$ cat src/rtl/mvm_seq_ctrl.sv
// Sequenced 0/1-vector x NxN coefficient-matrix engine: one row accumulated per cycle,
// then the N column sums streamed out over valid/ready.
module mvm_seq_ctrl #(
    parameter int N      = 8,
    parameter int DATA_W = 8,
    parameter int ACC_W  = DATA_W + $clog2(N)
) (
    input  logic                 clk,
    input  logic                 rst,
    input  logic                 wr_en,
    input  logic [$clog2(N)-1:0] wr_row,
    input  logic [$clog2(N)-1:0] wr_col,
    input  logic [DATA_W-1:0]    wr_data,
    output logic                 wr_err,
    input  logic                 in_valid,
    output logic                 in_ready,
    input  logic [N-1:0]         in_vec,
    output logic                 out_valid,
    input  logic                 out_ready,
    output logic [ACC_W-1:0]     out_data,
    output logic [$clog2(N)-1:0] out_col,
    output logic                 out_last,
    output logic                 busy
);
    localparam int LGN = $clog2(N);

    typedef enum logic [1:0] {IDLE, ACC, OUT} state_t;

    state_t            state, state_nx;
    logic [N-1:0]      vec;
    logic [LGN-1:0]    row;
    logic [LGN-1:0]    col;
    logic [ACC_W-1:0]  acc  [N];
    logic [DATA_W-1:0] coef [N][N];

    always_ff @(posedge clk or posedge rst) begin
        if (rst) state <= IDLE;
        else     state <= state_nx;
    end

    // ready/valid depend on state only, never on the partner's handshake input
    always_comb begin
        state_nx  = state;
        in_ready  = 1'b0;
        out_valid = 1'b0;
        out_data  = '0;
        out_col   = '0;
        out_last  = 1'b0;
        busy      = 1'b1;
        case (state)
            IDLE: begin
                in_ready = 1'b1;
                busy     = 1'b0;
                if (in_valid) state_nx = ACC;
            end
            ACC: begin
                if (row == LGN'(N - 1)) state_nx = OUT;
            end
            OUT: begin
                out_valid = 1'b1;
                out_data  = acc[col];
                out_col   = col;
                out_last  = (col == LGN'(N - 1));
                if (out_ready && col == LGN'(N - 1)) state_nx = IDLE;
            end
            default: state_nx = IDLE;
        endcase
    end

    always_ff @(posedge clk or posedge rst) begin
        if (rst) begin
            vec    <= '0;
            row    <= '0;
            col    <= '0;
            wr_err <= 1'b0;
            for (int unsigned c = 0; c < N; c++) acc[c] <= '0;
            for (int unsigned r = 0; r < N; r++)
                for (int unsigned c = 0; c < N; c++)
                    coef[r][c] <= DATA_W'(r * N + c + 1);
        end else begin
            wr_err <= wr_en && (state != IDLE);
            // a write in the accept cycle lands before the first ACC read of coef
            if (wr_en && state == IDLE) coef[wr_row][wr_col] <= wr_data;
            case (state)
                IDLE: begin
                    if (in_valid) begin
                        vec <= in_vec;
                        row <= '0;
                        col <= '0;
                        for (int unsigned c = 0; c < N; c++) acc[c] <= '0;
                    end
                end
                ACC: begin
                    for (int unsigned c = 0; c < N; c++)
                        if (vec[row]) acc[c] <= acc[c] + ACC_W'(coef[row][c]);
                    row <= row + 1'b1;
                end
                OUT: begin
                    if (out_ready) col <= col + 1'b1;
                end
                default: ;
            endcase
        end
    end
endmodule

$ cat config.mk
export PLATFORM = sky130hd
export DESIGN_NAME = mvm_seq_ctrl
export DESIGN_NICKNAME = d
export VERILOG_FILES = /design/src/rtl/mvm_seq_ctrl.sv
export SDC_FILE = /design/constraint.sdc
export NUM_CORES = 1
export LEC_CHECK = 0
export ABC_AREA = 1
export BUFFER_PORTS_ARGS = -buffer_cell sky130_fd_sc_hd__buf_2
export CAP_MARGIN = 20
export CORE_ASPECT_RATIO = 1.5
export CORE_MARGIN = 2
export CORE_UTILIZATION = 40
export CTS_CLUSTER_SIZE = 14
export DETAILED_ROUTE_END_ITERATION = 12
export PLACE_DENSITY = 0.57
export SLEW_MARGIN = 40
export SYNTH_ARGS = -nofsm -noshare
export SYNTH_HDL_FRONTEND = slang
export SYNTH_SLANG_ARGS = --single-unit
$ cat constraint.sdc
create_clock -name clk -period 21.7 [get_ports clk]
set_clock_uncertainty 0.1 [all_clocks]
set_input_delay 1.085 -clock clk [delete_from_list [all_inputs] [get_ports clk]]
set_output_delay 1.085 -clock clk [all_outputs]
set_load 0.01 [all_outputs]
==> flow_summary.json <==
{
  "status": "finished clean",
  "report.final.hold_viol_count": 0,
  "syn_nets": 4099,
  "ant_nets": 0,
  "drc": 0,
  "synth.distinct_cells": 31,
  "cpMostUsedCell": "nand2_1",
  "area_growth_pct": 9.902,
  "crit_fanout": 120,
  "clock_sinks": 617,
  "required_ns": 22.09,
  "grt_pass1_wl_mm": 153.3,
  "gp_congestion": 0.9275,
  "synthAdderAreaFrac_pct": 3.231,
  "power_mw": 4.344,
  "clock_latency_ns": 0.66,
  "drv_slew": 0,
  "die_x_microns": 232.4,
  "crit_path_end_kind": "register",
  "yosys_warnings": 0,
  "layout_min_cycle_time_ns": 4.740,
  "critPathArrivalTime_ns": 5.13,
  "p_leak_nw": 15.57,
  "peakVddDrop_uv": 81.81,
  "avgSynthCellArea_sq_um": 7.829,
  "synth_mux_area_share_pct": 0.03599,
  "hold_class": "register to register",
  "whs_ns": 0.3707,
  "root_buffer": "clkbuf_16",
  "num_rows": 125,
  "cts_tree": "done",
  "synth_seq_cells": 617,
  "cts_hold_buffers": 0,
  "pin_count": 46,
  "multiInputGateArea_sq_um": 14070,
  "hold_depth": 2,
  "final_common_cell": "nand2_1",
  "clock_path_buffers": 3,
  "clkSlewWorstSetupHoldPaths_ns": 0.06,
  "power_density_nw_per_um2": 126.4,
  "post_cts_buffers": 0,
  "synthXorXnorAreaFrac_pct": 0.5319,
  "post-route-period-util_pct": 21.84,
  "grt_overflow": 0,
  "ys_seq_area_share_pct": 50.12,
  "critical_path_depth": 14,
  "initial_core_util_pct": 40.41,
  "cp_top_family": "buffers and inverters",
  "drtIter0Drc": 2240,
  "cts_resized": 0,
  "synth_top_family_by_area": "simple AND/OR/NAND/NOR gates",
  "start_kind": "register",
  "syn_inst": 3996,
  "wire_per_inst_microns": 19.59,
  "nNetsFinal": 3993,
  "final_cell_mix": "nand2_1, o21ai_0, dfrtp_1",
  "slowest_stage": "buf_4",
  "synth_compound_area_share_pct": 18.24,
  "seqCellArea_sq_um": 15690,
  "slowest_delay_ns": 0.77,
  "synth.cell_area_sq_um": 31290,
  "avgViaCountPerCell": 5.412,
  "grt_max_degree": 139,
  "slew_headroom_pct": 41.08,
  "hpwlAfterDp_mm": 61.26,
  "cap_violations": 0,
  "port_buffers": 45,
  "max_freq_mhz": 211.0,
  "r2r_cells": 14,
  "grt_pass1_vias": 25999,
  "die_y_microns": 346.5,
  "core_area_sq_um": 77420,
  "track_usage_pct": 24.38,
  "worstMarginPinSlew_ns": 0.8838,
  "antenna_found_initial": 6,
  "timing.setup.tns_ns": 0,
  "cts_buffers": 59,
  "htreeDepth": 2,
  "setup_viol": 0,
  "yosys.area_share.simple_pct": 22.68,
  "fillers": 7838,
  "postRouteWirelength_mm": 97.10,
  "die_area_sq_um": 80520,
  "crit_chain": "inv_8, buf_4, buf_4, o21ai_0, o22ai_1, nand2_1, nand2_1, ha_1, or2_2, nand3_1, nand2_1, or2_2, nand3_1, o21ai_0",
  "drive_above_1_share_pct": 11.95,
  "first_pass_iters": 5,
  "final_core_util_pct": 44.41,
  "rsz0062_at_grt": "no",
  "vias": 26832,
  "critPathKind": "register to register",
  "critical_path_buf_inv_count": 3
}
==> routing by layer <==
metal  global-route usage (%)  wire, microns  up-vias
li1                         -              -    13019
met1                    31.93          41560    12999
met2                    41.05          47280      655
met3                    3.187           4747      153
met4                    8.804           3476        6
met5                        0             35        -
==> final timing paths <==
kind | to | start | slack, ns
max | acc[41]$_DFFE_PP0P_ | row[0]$_DFFE_PP0P_ | 16.96
min | coef[329]$_DFFE_PP1P_ | coef[329]$_DFFE_PP1P_ | 0.37
max reg2reg | acc[41]$_DFFE_PP0P_ | row[0]$_DFFE_PP0P_ | 16.96
min reg2reg | coef[329]$_DFFE_PP1P_ | coef[329]$_DFFE_PP1P_ | 0.37
max in group asynchronous | coef[408]$_DFFE_PP1P_ | rst | 18.82
min in group asynchronous | coef[246]$_DFFE_PP0P_ | rst | 0.41
==> cell usage after synthesis <==
cell type  number  area share (%)
clkinv_1       10            0.12
inv_1         148             1.8
nor4_2          1           0.040
o21ai_1       142             2.3
o21ai_0       742              12
fa_1            8            0.51
o22ai_1       131             2.6
dfrtp_1       424              34
nand4_1        20            0.40
xor2_1         11            0.31
clkbuf_1      207             2.5
inv_4           1           0.020
a21boi_0        8            0.19
nor2_1        382             4.6
nand3_1       128             2.0
ha_1           68             2.7
mux2_2          1           0.036
o21a_1          3           0.072
inv_2           4           0.048
nand2_1      1174              14
or2_2          12            0.24
buf_2          37            0.59
a21oi_1        76             1.2
nor2_4          1           0.036
nor3_1          4           0.064
xnor2_1         8            0.22
buf_1          10            0.12
nand2_2        33            0.66
nor4_4          7            0.48
nand3b_1        2           0.048
dfstp_2       193              16
==> layout make-up <==
type,instances,share of cell area [%]
Sequential cell,617,45.64
Multi-Input combinational cell,2962,40.91
Clock buffer,78,4.792
Tap cell,1016,3.697
Timing Repair Buffer,87,1.958
Inverter,163,1.852
Clock inverter,34,1.143
Antenna cell,1,0.007278
==> metrics by stage <==
step	cells	cell area [sq um]	worst slack (ns)
final	4958	34380	16.96
after global routing	4957	34380	16.48
after CTS	4954	34300	16.97
after detailed placement	4842	32260	16.98
after global placement	4836	32130	16.99
after floorplan	3996	31290	3.557
==> registers in the layout, indices dropped and copies added, names as in the netlist <==
| signal | flops |
|---|---|
| acc | 88 |
| coef | 512 |
| col | 3 |
| row | 3 |
| state | 2 |
| vec | 8 |
| wr_err | 1 |
==> report_power, final <==
part / total (mW) / internal, mW / switching [mW]
clock network: 1.10 / 0.630 / 0.473
logic: 1.70 / 0.526 / 1.17
registers: 1.54 / 1.38 / 0.167
total: 4.34 / 2.53 / 1.81
==> logic make-up after synthesis <==
logic type / count (synthesis)
xor+xnor: 19
simple gates: 1764
buf+inv: 417
fa+ha+maj: 76
flops: 617
compound gates: 1102
mux: 1
==> tightest hold or removal path, cell delays in order, from the launching register on <==
cell     delay (ns)
dfstp_2        0.36
nand2_1        0.05
o21ai_1        0.05
Power figures use the tool's default switching activity.
